**src/rtl/i2c_bit_engine.sv**
```systemverilog
// I2C bit-level engine: runs START/WRITE0/WRITE1/READ/STOP as four programmable quarter-periods
// with clock stretching, arbitration detection and bus hold. Optional macro: I2C_STRETCH_TIMEOUT_EN.
module i2c_bit_engine #(
    parameter int PRESC_W     = 24,
    parameter int SYNC_STAGES = 2,
    parameter int STRETCH_MAX = 65535
) (
    input  logic               clock,
    input  logic               rst,
    input  logic [PRESC_W-1:0] presc,
    input  logic               cmd_vld,
    input  logic [2:0]         cmd,
    output logic               cmd_ready,
    output logic               rsp_vld,
    output logic               rsp_data,
    output logic               rsp_arb_lost,
    output logic               rsp_timeout,
    output logic               busy,
    input  logic               scl_i,
    input  logic               sda_i,
    output logic               scl_o,
    output logic               scl_t,
    output logic               sda_o,
    output logic               sda_t
);

    typedef enum logic [2:0] {
        ST_IDLE = 3'd0,
        ST_Q0   = 3'd1,
        ST_Q1W  = 3'd2,
        ST_Q1   = 3'd3,
        ST_Q2   = 3'd4,
        ST_Q3   = 3'd5,
        ST_RSP  = 3'd6
    } state_t;

    localparam logic [2:0] CMD_START = 3'd1;
    localparam logic [2:0] CMD_WR1   = 3'd2;
    localparam logic [2:0] CMD_WR0   = 3'd3;
    localparam logic [2:0] CMD_STOP  = 3'd4;
    localparam logic [2:0] CMD_READ  = 3'd5;

    // Release pattern {scl_rel, sda_rel} of a phase; a repeated START keeps SCL low in Q0.
    function automatic logic [1:0] phase_lines(input logic [2:0] c, input state_t ph, input logic held);
        logic [1:0] r;
        r = 2'b11;
        case (c)
            CMD_START: begin
                case (ph)
                    ST_Q0:        r = {~held, 1'b1};
                    ST_Q1W, ST_Q1: r = 2'b11;
                    ST_Q2:        r = 2'b10;
                    ST_Q3:        r = 2'b00;
                    default:      r = 2'b11;
                endcase
            end
            CMD_WR1, CMD_READ: begin
                case (ph)
                    ST_Q0, ST_Q3:         r = 2'b01;
                    ST_Q1W, ST_Q1, ST_Q2: r = 2'b11;
                    default:              r = 2'b11;
                endcase
            end
            CMD_WR0: begin
                case (ph)
                    ST_Q0, ST_Q3:         r = 2'b00;
                    ST_Q1W, ST_Q1, ST_Q2: r = 2'b10;
                    default:              r = 2'b11;
                endcase
            end
            CMD_STOP: begin
                case (ph)
                    ST_Q0:         r = 2'b00;
                    ST_Q1W, ST_Q1: r = 2'b10;
                    ST_Q2, ST_Q3:  r = 2'b11;
                    default:       r = 2'b11;
                endcase
            end
            default: r = 2'b11;
        endcase
        return r;
    endfunction

    state_t             state_r, state_s;
    logic [PRESC_W-1:0] cnt_r, cnt_s, presc_r, presc_s;
    logic [2:0]         cmd_r, cmd_s;
    logic               busy_r, busy_s, rd_r, rd_s;
    logic [1:0]         lines_s;
    logic               scl_o_r, scl_t_r, sda_o_r, sda_t_r;
    logic               cmd_ready_r, rsp_vld_r, rsp_data_r, rsp_arb_r;
    logic               rsp_data_s, arb_lost_s;
    logic [SYNC_STAGES-1:0] scl_sync_r, sda_sync_r, rel_hist_r;
    logic               scl_sync_s, sda_sync_s, phase_done_s, arb_s;

`ifdef I2C_STRETCH_TIMEOUT_EN
    localparam int               STC_W    = $clog2(STRETCH_MAX + 1);
    localparam logic [STC_W-1:0] STC_LAST = STC_W'(STRETCH_MAX - 1);
    logic [STC_W-1:0] stc_r, stc_s;
    logic             timeout_s, rsp_to_r;
`endif

    assign scl_sync_s   = scl_sync_r[SYNC_STAGES-1];
    assign sda_sync_s   = sda_sync_r[SYNC_STAGES-1];
    assign phase_done_s = (cnt_r == presc_r);
    // rel_hist_r ensures the synchronised SDA already reflects our own release before judging it.
    assign arb_s = (cmd_r != CMD_READ) && sda_o_r && (&rel_hist_r) && scl_sync_s && !sda_sync_s;

    // Pad input synchronisers plus history of our own SDA release aligned to them.
    always_ff @(posedge clock) begin
        if (rst) begin
            scl_sync_r <= {SYNC_STAGES{1'b1}};
            sda_sync_r <= {SYNC_STAGES{1'b1}};
            rel_hist_r <= {SYNC_STAGES{1'b1}};
        end else begin
            scl_sync_r <= {scl_sync_r[SYNC_STAGES-2:0], scl_i};
            sda_sync_r <= {sda_sync_r[SYNC_STAGES-2:0], sda_i};
            rel_hist_r <= {rel_hist_r[SYNC_STAGES-2:0], sda_o_r};
        end
    end

    // Next-state, phase counter, line values and response flags.
    always_comb begin
        state_s    = state_r;
        cnt_s      = cnt_r;
        presc_s    = presc_r;
        cmd_s      = cmd_r;
        busy_s     = busy_r;
        rd_s       = rd_r;
        lines_s    = {scl_o_r, sda_o_r};
        rsp_data_s = 1'b0;
        arb_lost_s = 1'b0;
`ifdef I2C_STRETCH_TIMEOUT_EN
        stc_s      = stc_r;
        timeout_s  = 1'b0;
`endif
        case (state_r)
            ST_IDLE: begin
                if (cmd_vld && cmd_ready_r) begin
                    cmd_s   = cmd;
                    presc_s = presc;
                    cnt_s   = {PRESC_W{1'b0}};
                    if (cmd >= CMD_START && cmd <= CMD_READ) begin
                        state_s = ST_Q0;
                        lines_s = phase_lines(cmd, ST_Q0, busy_r);
                    end else begin
                        state_s = ST_RSP;
                    end
                end else begin
                    state_s = ST_IDLE;
                end
            end
            ST_Q0: begin
                if (phase_done_s) begin
                    state_s = ST_Q1W;
                    lines_s = phase_lines(cmd_r, ST_Q1W, busy_r);
`ifdef I2C_STRETCH_TIMEOUT_EN
                    stc_s   = {STC_W{1'b0}};
`endif
                end else begin
                    cnt_s = cnt_r + PRESC_W'(1);
                end
            end
            ST_Q1W: begin
                if (scl_sync_s) begin
                    state_s = ST_Q1;
                    cnt_s   = {PRESC_W{1'b0}};
                    lines_s = phase_lines(cmd_r, ST_Q1, busy_r);
                end
`ifdef I2C_STRETCH_TIMEOUT_EN
                else if (stc_r == STC_LAST) begin
                    state_s   = ST_RSP;
                    lines_s   = 2'b11;
                    busy_s    = 1'b0;
                    timeout_s = 1'b1;
                end else begin
                    stc_s = stc_r + STC_W'(1);
                end
`else
                else begin
                    state_s = ST_Q1W;
                end
`endif
            end
            ST_Q1: begin
                if (arb_s) begin
                    state_s    = ST_RSP;
                    lines_s    = 2'b11;
                    busy_s     = 1'b0;
                    arb_lost_s = 1'b1;
                end else if (phase_done_s) begin
                    state_s = ST_Q2;
                    cnt_s   = {PRESC_W{1'b0}};
                    lines_s = phase_lines(cmd_r, ST_Q2, busy_r);
                    rd_s    = sda_sync_s;
                end else begin
                    cnt_s = cnt_r + PRESC_W'(1);
                end
            end
            ST_Q2: begin
                if (arb_s) begin
                    state_s    = ST_RSP;
                    lines_s    = 2'b11;
                    busy_s     = 1'b0;
                    arb_lost_s = 1'b1;
                end else if (phase_done_s) begin
                    state_s = ST_Q3;
                    cnt_s   = {PRESC_W{1'b0}};
                    lines_s = phase_lines(cmd_r, ST_Q3, busy_r);
                end else begin
                    cnt_s = cnt_r + PRESC_W'(1);
                end
            end
            ST_Q3: begin
                if (phase_done_s) begin
                    state_s    = ST_RSP;
                    busy_s     = (cmd_r != CMD_STOP);
                    rsp_data_s = (cmd_r == CMD_READ) ? rd_r : 1'b0;
                end else begin
                    cnt_s = cnt_r + PRESC_W'(1);
                end
            end
            ST_RSP:  state_s = ST_IDLE;
            default: state_s = ST_IDLE;
        endcase
    end

    // State and registered outputs.
    always_ff @(posedge clock) begin
        if (rst) begin
            state_r     <= ST_IDLE;
            cnt_r       <= {PRESC_W{1'b0}};
            presc_r     <= {PRESC_W{1'b0}};
            cmd_r       <= 3'd0;
            busy_r      <= 1'b0;
            rd_r        <= 1'b0;
            scl_o_r     <= 1'b1;
            scl_t_r     <= 1'b0;
            sda_o_r     <= 1'b1;
            sda_t_r     <= 1'b0;
            cmd_ready_r <= 1'b0;
            rsp_vld_r   <= 1'b0;
            rsp_data_r  <= 1'b0;
            rsp_arb_r   <= 1'b0;
`ifdef I2C_STRETCH_TIMEOUT_EN
            stc_r       <= {STC_W{1'b0}};
            rsp_to_r    <= 1'b0;
`endif
        end else begin
            state_r     <= state_s;
            cnt_r       <= cnt_s;
            presc_r     <= presc_s;
            cmd_r       <= cmd_s;
            busy_r      <= busy_s;
            rd_r        <= rd_s;
            scl_o_r     <= lines_s[1];
            scl_t_r     <= ~lines_s[1];
            sda_o_r     <= lines_s[0];
            sda_t_r     <= ~lines_s[0];
            cmd_ready_r <= (state_s == ST_IDLE);
            rsp_vld_r   <= (state_s == ST_RSP);
            rsp_data_r  <= rsp_data_s;
            rsp_arb_r   <= arb_lost_s;
`ifdef I2C_STRETCH_TIMEOUT_EN
            stc_r       <= stc_s;
            rsp_to_r    <= timeout_s;
`endif
        end
    end

    assign cmd_ready    = cmd_ready_r;
    assign rsp_vld      = rsp_vld_r;
    assign rsp_data     = rsp_data_r;
    assign rsp_arb_lost = rsp_arb_r;
    assign busy         = busy_r;
    assign scl_o        = scl_o_r;
    assign scl_t        = scl_t_r;
    assign sda_o        = sda_o_r;
    assign sda_t        = sda_t_r;
`ifdef I2C_STRETCH_TIMEOUT_EN
    assign rsp_timeout  = rsp_to_r;
`else
    assign rsp_timeout  = 1'b0;
`endif

endmodule
```
**config.mk**
```make
export PLATFORM = sky130hd
export DESIGN_NAME = i2c_bit_engine
export DESIGN_NICKNAME = d
export VERILOG_FILES = /design/src/rtl/i2c_bit_engine.sv
export SDC_FILE = /design/constraint.sdc
export NUM_CORES = 1
export LEC_CHECK = 0
export CAP_MARGIN = 20
export CELL_PAD_IN_SITES_DETAIL_PLACEMENT = 0
export CELL_PAD_IN_SITES_GLOBAL_PLACEMENT = 1
export CORE_ASPECT_RATIO = 0.5
export CORE_MARGIN = 4
export CORE_UTILIZATION = 43
export CTS_BUF_LIST = sky130_fd_sc_hd__clkbuf_2 sky130_fd_sc_hd__clkbuf_4 sky130_fd_sc_hd__clkbuf_8
export DETAILED_ROUTE_END_ITERATION = 10
export HOLD_SLACK_MARGIN = 0.06
export PLACE_DENSITY_LB_ADDON = 0.25
export SYNTH_ARGS = -nofsm -noshare
export SYNTH_HDL_FRONTEND = slang
export SYNTH_SLANG_ARGS = --single-unit
```
**constraint.sdc**
```tcl
create_clock -name clock -period 2.3 [get_ports clock]
set_input_delay 0.46 -clock clock [delete_from_list [all_inputs] [get_ports clock]]
set_output_delay 0.46 -clock clock [all_outputs]
set_load 0.01 [all_outputs]
```
# Yosys cells after proc, flatten, opt, wreduce, memory -nomap -nowiden
# Cells that the tools add are included.
# totals
register_bits	70
inputBits	32
out_inout_bits	10
elab_cells	111
# op_classes
n_addsub	1
n_lt_le_gt_ge	2
n_eq_ne	25
n_mux	33
bitwise_logic	8
reduce_logical	25
# ops
operator	count
two-way mux 24 bit	5
one-hot mux 24 bit (4 select lines)	1
adder 24 x 1 -> 24 bit, second input constant	1
equality test 24 bit	1
two-way mux 3 bit	8
equality test 3 bit, second input constant	7
equality test 3 x 2 -> 1 bit, second input constant	6
one-hot mux 3 bit (6 select lines)	1
two-way mux 2 bit	8
OR reduction 2 bit	8
!= test 2 bit, second input constant	5
one-hot mux 2 bit (5 select lines)	1
equality test 3 x 1 -> 1 bit, second input constant	3
NOT 1 bit	8
logical AND 1 bit	6
zero test 3 bit	2
two-way mux 1 bit	6
!= test 3 bit, second input constant	2
one-hot mux 2 bit (3 select lines)	1
AND reduction 3 bit	2
AND reduction 5 bit	1
one-hot mux 2 bit (2 select lines)	1
AND reduction 2 bit	2
nonzero test 4 bit	1
other kinds (7)	7

# Longest topological paths before layout
# logic_depth
word_depth	8
mapped_depth	10
mapped_depth_nobuf	7

# Least setup slack after synthesis
# Ideal clock, no wire load.
# synth_path
path_type	register to register
startpoint	register cnt_r[5]
endpoint	register cmd_ready_r, in the netlist cmd_ready
setup_ps	117
arrival_time_ps	1845
required_ps	2183
slack_ps	339
path_stages_with_launch	9
n_path_buf	1
synth_period_minus_slack_ps	1961
path_cell_list	dfxtp_1 -> buf_6 -> xor2_1 -> nor4_2 -> and4_1 -> nand2_2 -> a211o_1 -> and3_1 -> and4b_1
# synth_between
elab_chain_cells	5
word_cells_on_any_way	9
cone_classes	eq/ne (1); mux (7); reduce/logical (1)
# synth_rtl
element	line	rtl
from (decl)	85	logic [PRESC_W-1:0] cnt_r, cnt_s, presc_r, presc_s;
from (signal assigned)	231	cnt_r <= {PRESC_W{1'b0}};
from (signal assigned)	250	cnt_r <= cnt_s;
equality test 24 bit (*)	104	assign phase_done_s = (cnt_r == presc_r);
two-way mux 3 bit, on equally long branches	205, 190	
two-way mux 3 bit, on equally long branches	200, 185	
one-hot mux 3 bit (6 select lines) (*)	136	case (state_r)
zero test 3 bit (*)	259	cmd_ready_r <= (state_s == ST_IDLE);
to (signal assigned)	259	
to (decl)	90	logic cmd_ready_r, rsp_vld_r, rsp_data_r, rsp_arb_r;
# Mark *: on every way between the ends. The rest lies on a longest branch, timed or not.
# A chain may end at the register's enable or synchronous reset.

# Worst setup path in the final report
# layout_path
startpoint	register cnt_r[11]
endpoint	register cmd_ready_r, in the netlist cmd_ready
# Same word-level chain as after synthesis.

==> results list <==
- Arrival time at the worst endpoint: 2.50 ns
* Synth top area cells: sky130_fd_sc_hd__dfxtp_1 (40%), sky130_fd_sc_hd__nand2_1 (8.5%), sky130_fd_sc_hd__xnor2_1 (6.5%)
- The tool flagged a number of max-cap violations equal to 0.
* Die W: around 140 um
- The routed layout has between 3000 and 4000 vias.
- The congestion estimate from routability-driven global placement came to between 0.9 and 1.
* Mean routed wirelength per cell: roughly 15 um
* Type of the setup path with the least slack: reg -> reg
- Synth Flop Type: sky130_fd_sc_hd__dfxtp_1
- Portion of the clock cycle consumed by the worst path in the final layout: 0.9599
- The die covers ~9700 sq um.
* Number of antenna violations at the first check in global routing: 0
- Post-synthesis cell count: around 430
* Fraction of synthesized cell area taken by the top area cell type: 0.4023
- On the worst path, the slowest cell contributes a delay of 0.35 ns.
- The number of global-route vias before repair came to 3125.
* PD cells: roughly 1000 nW/um^2
- Count of pins over their slew limit: 0
- The Yosys step of the flow raised 0 warnings.
- Layout overhead on the synthesized area: 29.42%
* Number of buffers and inverters on the critical path: 2
- In the final layout, the multi-input gates occupy between 1500 and 2000 sq um.
- Post-route cell area: between 4000 and 5000 sq um
- Counting the fill cells in the layout gives 697.
- Counting the buffers created by CTS gives 9.
- After layout, the design draws a total of 0.004669 W.
- Across the VDD grid, the largest voltage drop is between 0.0003 and 0.0004 V.
* Site row count: 22
- Along the worst path, the maximum fanout reaches 6.
- Average vias per placed instance: approximately 5.4
* Crit-path leading delay family: simple AND/OR/NAND/NOR gates
* Fraction of registers with async set/reset: 0
- Summed over all layers, the global routing overflow is 0.
- After synthesis the cells add up to 3483 sq um.
- First-pass GRT wire length: ~15000 um
- Net total in the final layout: between 500 and 600
- Diode insertion count for antenna repair: 0
- In this run the count of I/O pins placed on the die edge is 42.
- Across every metal layer, demand over resource in global routing totals 0.1905.
- Status: complete, no violations
- Worst min-delay path category: reg -> reg
- The initial utilization of the core area, before any placement, comes to 0.4585.
- Once detailed placement completed, the half-perimeter wirelength came to about 6600 um.
* Area used by sequential logic in the layout: around 1400 sq um
* Min Tclk post-route: around 2.2 ns
* Number of enable-type register cells in the synthesized netlist: 0
- STA puts the critical path data required time at between 2 and 3 ns.
- Actual slew at the worst max-slew pin: between 0.5 and 0.6 ns
- Final Hold Viols: 0
* Sequence of cells on the critical path: xor2_1, nor4_2, buf_4, and4_4, nand2_2, buf_4, a31oi_1, o221a_2, and4b_1
* Core occupancy in the finished layout: 0.5934
- Yosys reg bits: 70
- The region available for standard cell placement spans about 7600 sq um.
- CTS Root Cell: sky130_fd_sc_hd__clkbuf_8
- Setup violations remaining at the end of the flow were counted as 0.
- STA classifies the critical path startpoint as a flop.
- At the later pin of the worst-skew pair, clock insertion delay measures 0.35 ns.
- Router iterations before antenna repair: 4
* Wire length after detailed routing: ~9000 um
- The largest total area in the synthesized netlist belongs to sky130_fd_sc_hd__dfxtp_1.
- The worst setup path is captured at a flop.
- Fraction of final layout cells sized beyond drive strength 1: 0.1637
- Of the synthesized area, sequential elements account for 0.4023.
- Entering global routing, the biggest net connects 42 pins.
- Iter 0 DRT Violations: 239
* CP dominant cell by count: sky130_fd_sc_hd__buf_4
- Number of H-tree levels: 3
- Largest clock skew in the final design: 0.005955 ns
* Remaining antenna violation count after routing: 0
* Die Y-Extent: slightly above 70 um
- Buffers placed on the I/O ports in this run total 40.
- Leakage power of the design: 1.687 nW
- For this design, the sink count on the clock tree is 70.
- After detailed placement, the total cell area comes to between 4000 and 5000 sq um.
- Slowest library cell on the worst path: sky130_fd_sc_hd__dfxtp_2
* Post-synthesis area per instance: just over 8 sq um
- Max clock buf depth: 2
* Slew Limit Headroom: 0.6161
- # DRC: 0
- Clock-pin slew was measured on the worst setup and hold paths at 0.07 ns.
- For this run, the top clock speed supported by timing is approximately 450 MHz.
- TritonCTS built the clock tree.
- After synthesis, the netlist uses 65 different library cells.
* Syn Nets: around 460
[worst paths after layout]
path	from	end	slack, ns	cells after the start
worst max-delay path	cnt_r[11]	cmd_ready	0.09	9
worst min-delay path	scl_sync_r[0]	scl_sync_r[1]	0.41	1
worst max register to register	cnt_r[11]	cmd_ready	0.09	9
worst min register to register	scl_sync_r[0]	scl_sync_r[1]	0.41	1
[cell families (layout without fill, tap and decap cells)]
group	after synthesis	in the layout	synth area share
and+or+nand+nor	199	199	0.2762
AOI/OAI and AO/OA	78	78	0.1516
DFF	70	70	0.4023
xor gates and xnor gates	44	44	0.1106
buffers and inverters	32	110	0.04310
muxes	4	4	0.01149
adders and majority gates	1	1	0.003591
other	1	1	0.001077
[cell usage after synthesis (all sizes together) (2+ instances only)]
cell type	count
nor3b	2
o31ai	2
or3	2
dfxtp	70
buf	11
nand2	80
and3	3
or2	7
a2111oi	2
a41oi	2
nand2b	4
o2111ai	3
a211o	2
nand4	8
clkbuf	12
o22ai	2
a211oi	4
nor4	10
xnor2	26
o21ai	10
nor2	41
a21oi	33
and4	2
inv	9
o211ai	2
nor3	14
mux2i	4
a21o	3
xor2	18
and2	2
nand3	12
nor2b	4
a31oi	4
[metal layers]
layer	GRT usage	vias up	wire [um]
li1	-	1635	-
met3	0.05189	17	392
met2	0.3188	75	4255
met4	0.05475	0	89
met1	0.2432	1566	4273
met5	0	-	0
[worst register-to-register path: stages, from the launching register on]
cell and delay [ns]:
sky130_fd_sc_hd__dfxtp_2 0.35, sky130_fd_sc_hd__xor2_1 0.16, sky130_fd_sc_hd__nor4_2 0.31, sky130_fd_sc_hd__buf_4 0.17
sky130_fd_sc_hd__and4_4 0.23, sky130_fd_sc_hd__nand2_2 0.12, sky130_fd_sc_hd__buf_4 0.20, sky130_fd_sc_hd__a31oi_1 0.16
sky130_fd_sc_hd__o221a_2 0.22, sky130_fd_sc_hd__and4b_1 0.22
[area by class of cell]
type | instances | area share
flip-flops and latches | 70 | 0.3111
clock inverters | 4 | 0.009992
multi-input cells | 327 | 0.4369
well taps | 108 | 0.02998
repair buffers | 85 | 0.1693
inverters | 9 | 0.007494
clock buffers | 12 | 0.03525
[per-stage QoR]
| stage | hold slack (ns) | worst slack, ns | cells | TNS [ns] |
|---|---|---|---|---|
| 4_1_cts | 0.4139 | 0.004356 | 614 | 0 |
| 5_1_grt | 0.4273 | -0.0002323 | 615 | -0.0002323 |
| 2_1_floorplan | 0.3895 | 0.3385 | 429 | 0 |
| 3_5_place_dp | 0.3967 | -0.2166 | 598 | -2.531 |
| 3_3_place_gp | 0.3913 | -0.1510 | 598 | -1.562 |
| 6_report | 0.4114 | 0.09229 | 615 | 0 |
[placed cells by master, fill, tap and decap left out, types with 4 or more instances in the layout]
master / count
sky130_fd_sc_hd__clkdlybuf4s50_1: 40
sky130_fd_sc_hd__nand2b_1: 4
sky130_fd_sc_hd__nand4_1: 8
sky130_fd_sc_hd__clkbuf_8: 11
sky130_fd_sc_hd__dfxtp_1: 69
sky130_fd_sc_hd__nor2_1: 41
sky130_fd_sc_hd__nor2b_1: 4
sky130_fd_sc_hd__nor3_1: 14
sky130_fd_sc_hd__inv_1: 8
sky130_fd_sc_hd__nor4_1: 7
sky130_fd_sc_hd__a211oi_1: 4
sky130_fd_sc_hd__xor2_1: 18
sky130_fd_sc_hd__xnor2_1: 26
sky130_fd_sc_hd__nand3_1: 12
sky130_fd_sc_hd__mux2i_1: 4
sky130_fd_sc_hd__or2_2: 7
sky130_fd_sc_hd__a21oi_1: 33
sky130_fd_sc_hd__buf_4: 43
sky130_fd_sc_hd__o21ai_0: 7
sky130_fd_sc_hd__nand2_1: 79
[what timing repair did]
item,CTS,global route
hold buffers,0,0
resized for setup,0,5
setup endpoints to repair,0,28
buffers inserted,0,1
[where the power goes]
| part | total [W] | switching (W) | internal (W) |
|---|---|---|---|
| logic | 0.00216 | 0.00114 | 0.00102 |
| clock network | 0.00103 | 0.000465 | 0.000567 |
| registers | 0.00148 | 0.000132 | 0.00135 |
| total | 0.00467 | 0.00174 | 0.00293 |
[flip-flops by register name (all words and copies together) (netlist names), 2 cells and up]
signal      flops
cnt_r          24
cmd_r           3
rel_hist_r      2
sda_sync_r      2
scl_sync_r      2
state_r         3
presc_r        24
Note: power is estimated with default switching activity, not from simulation.
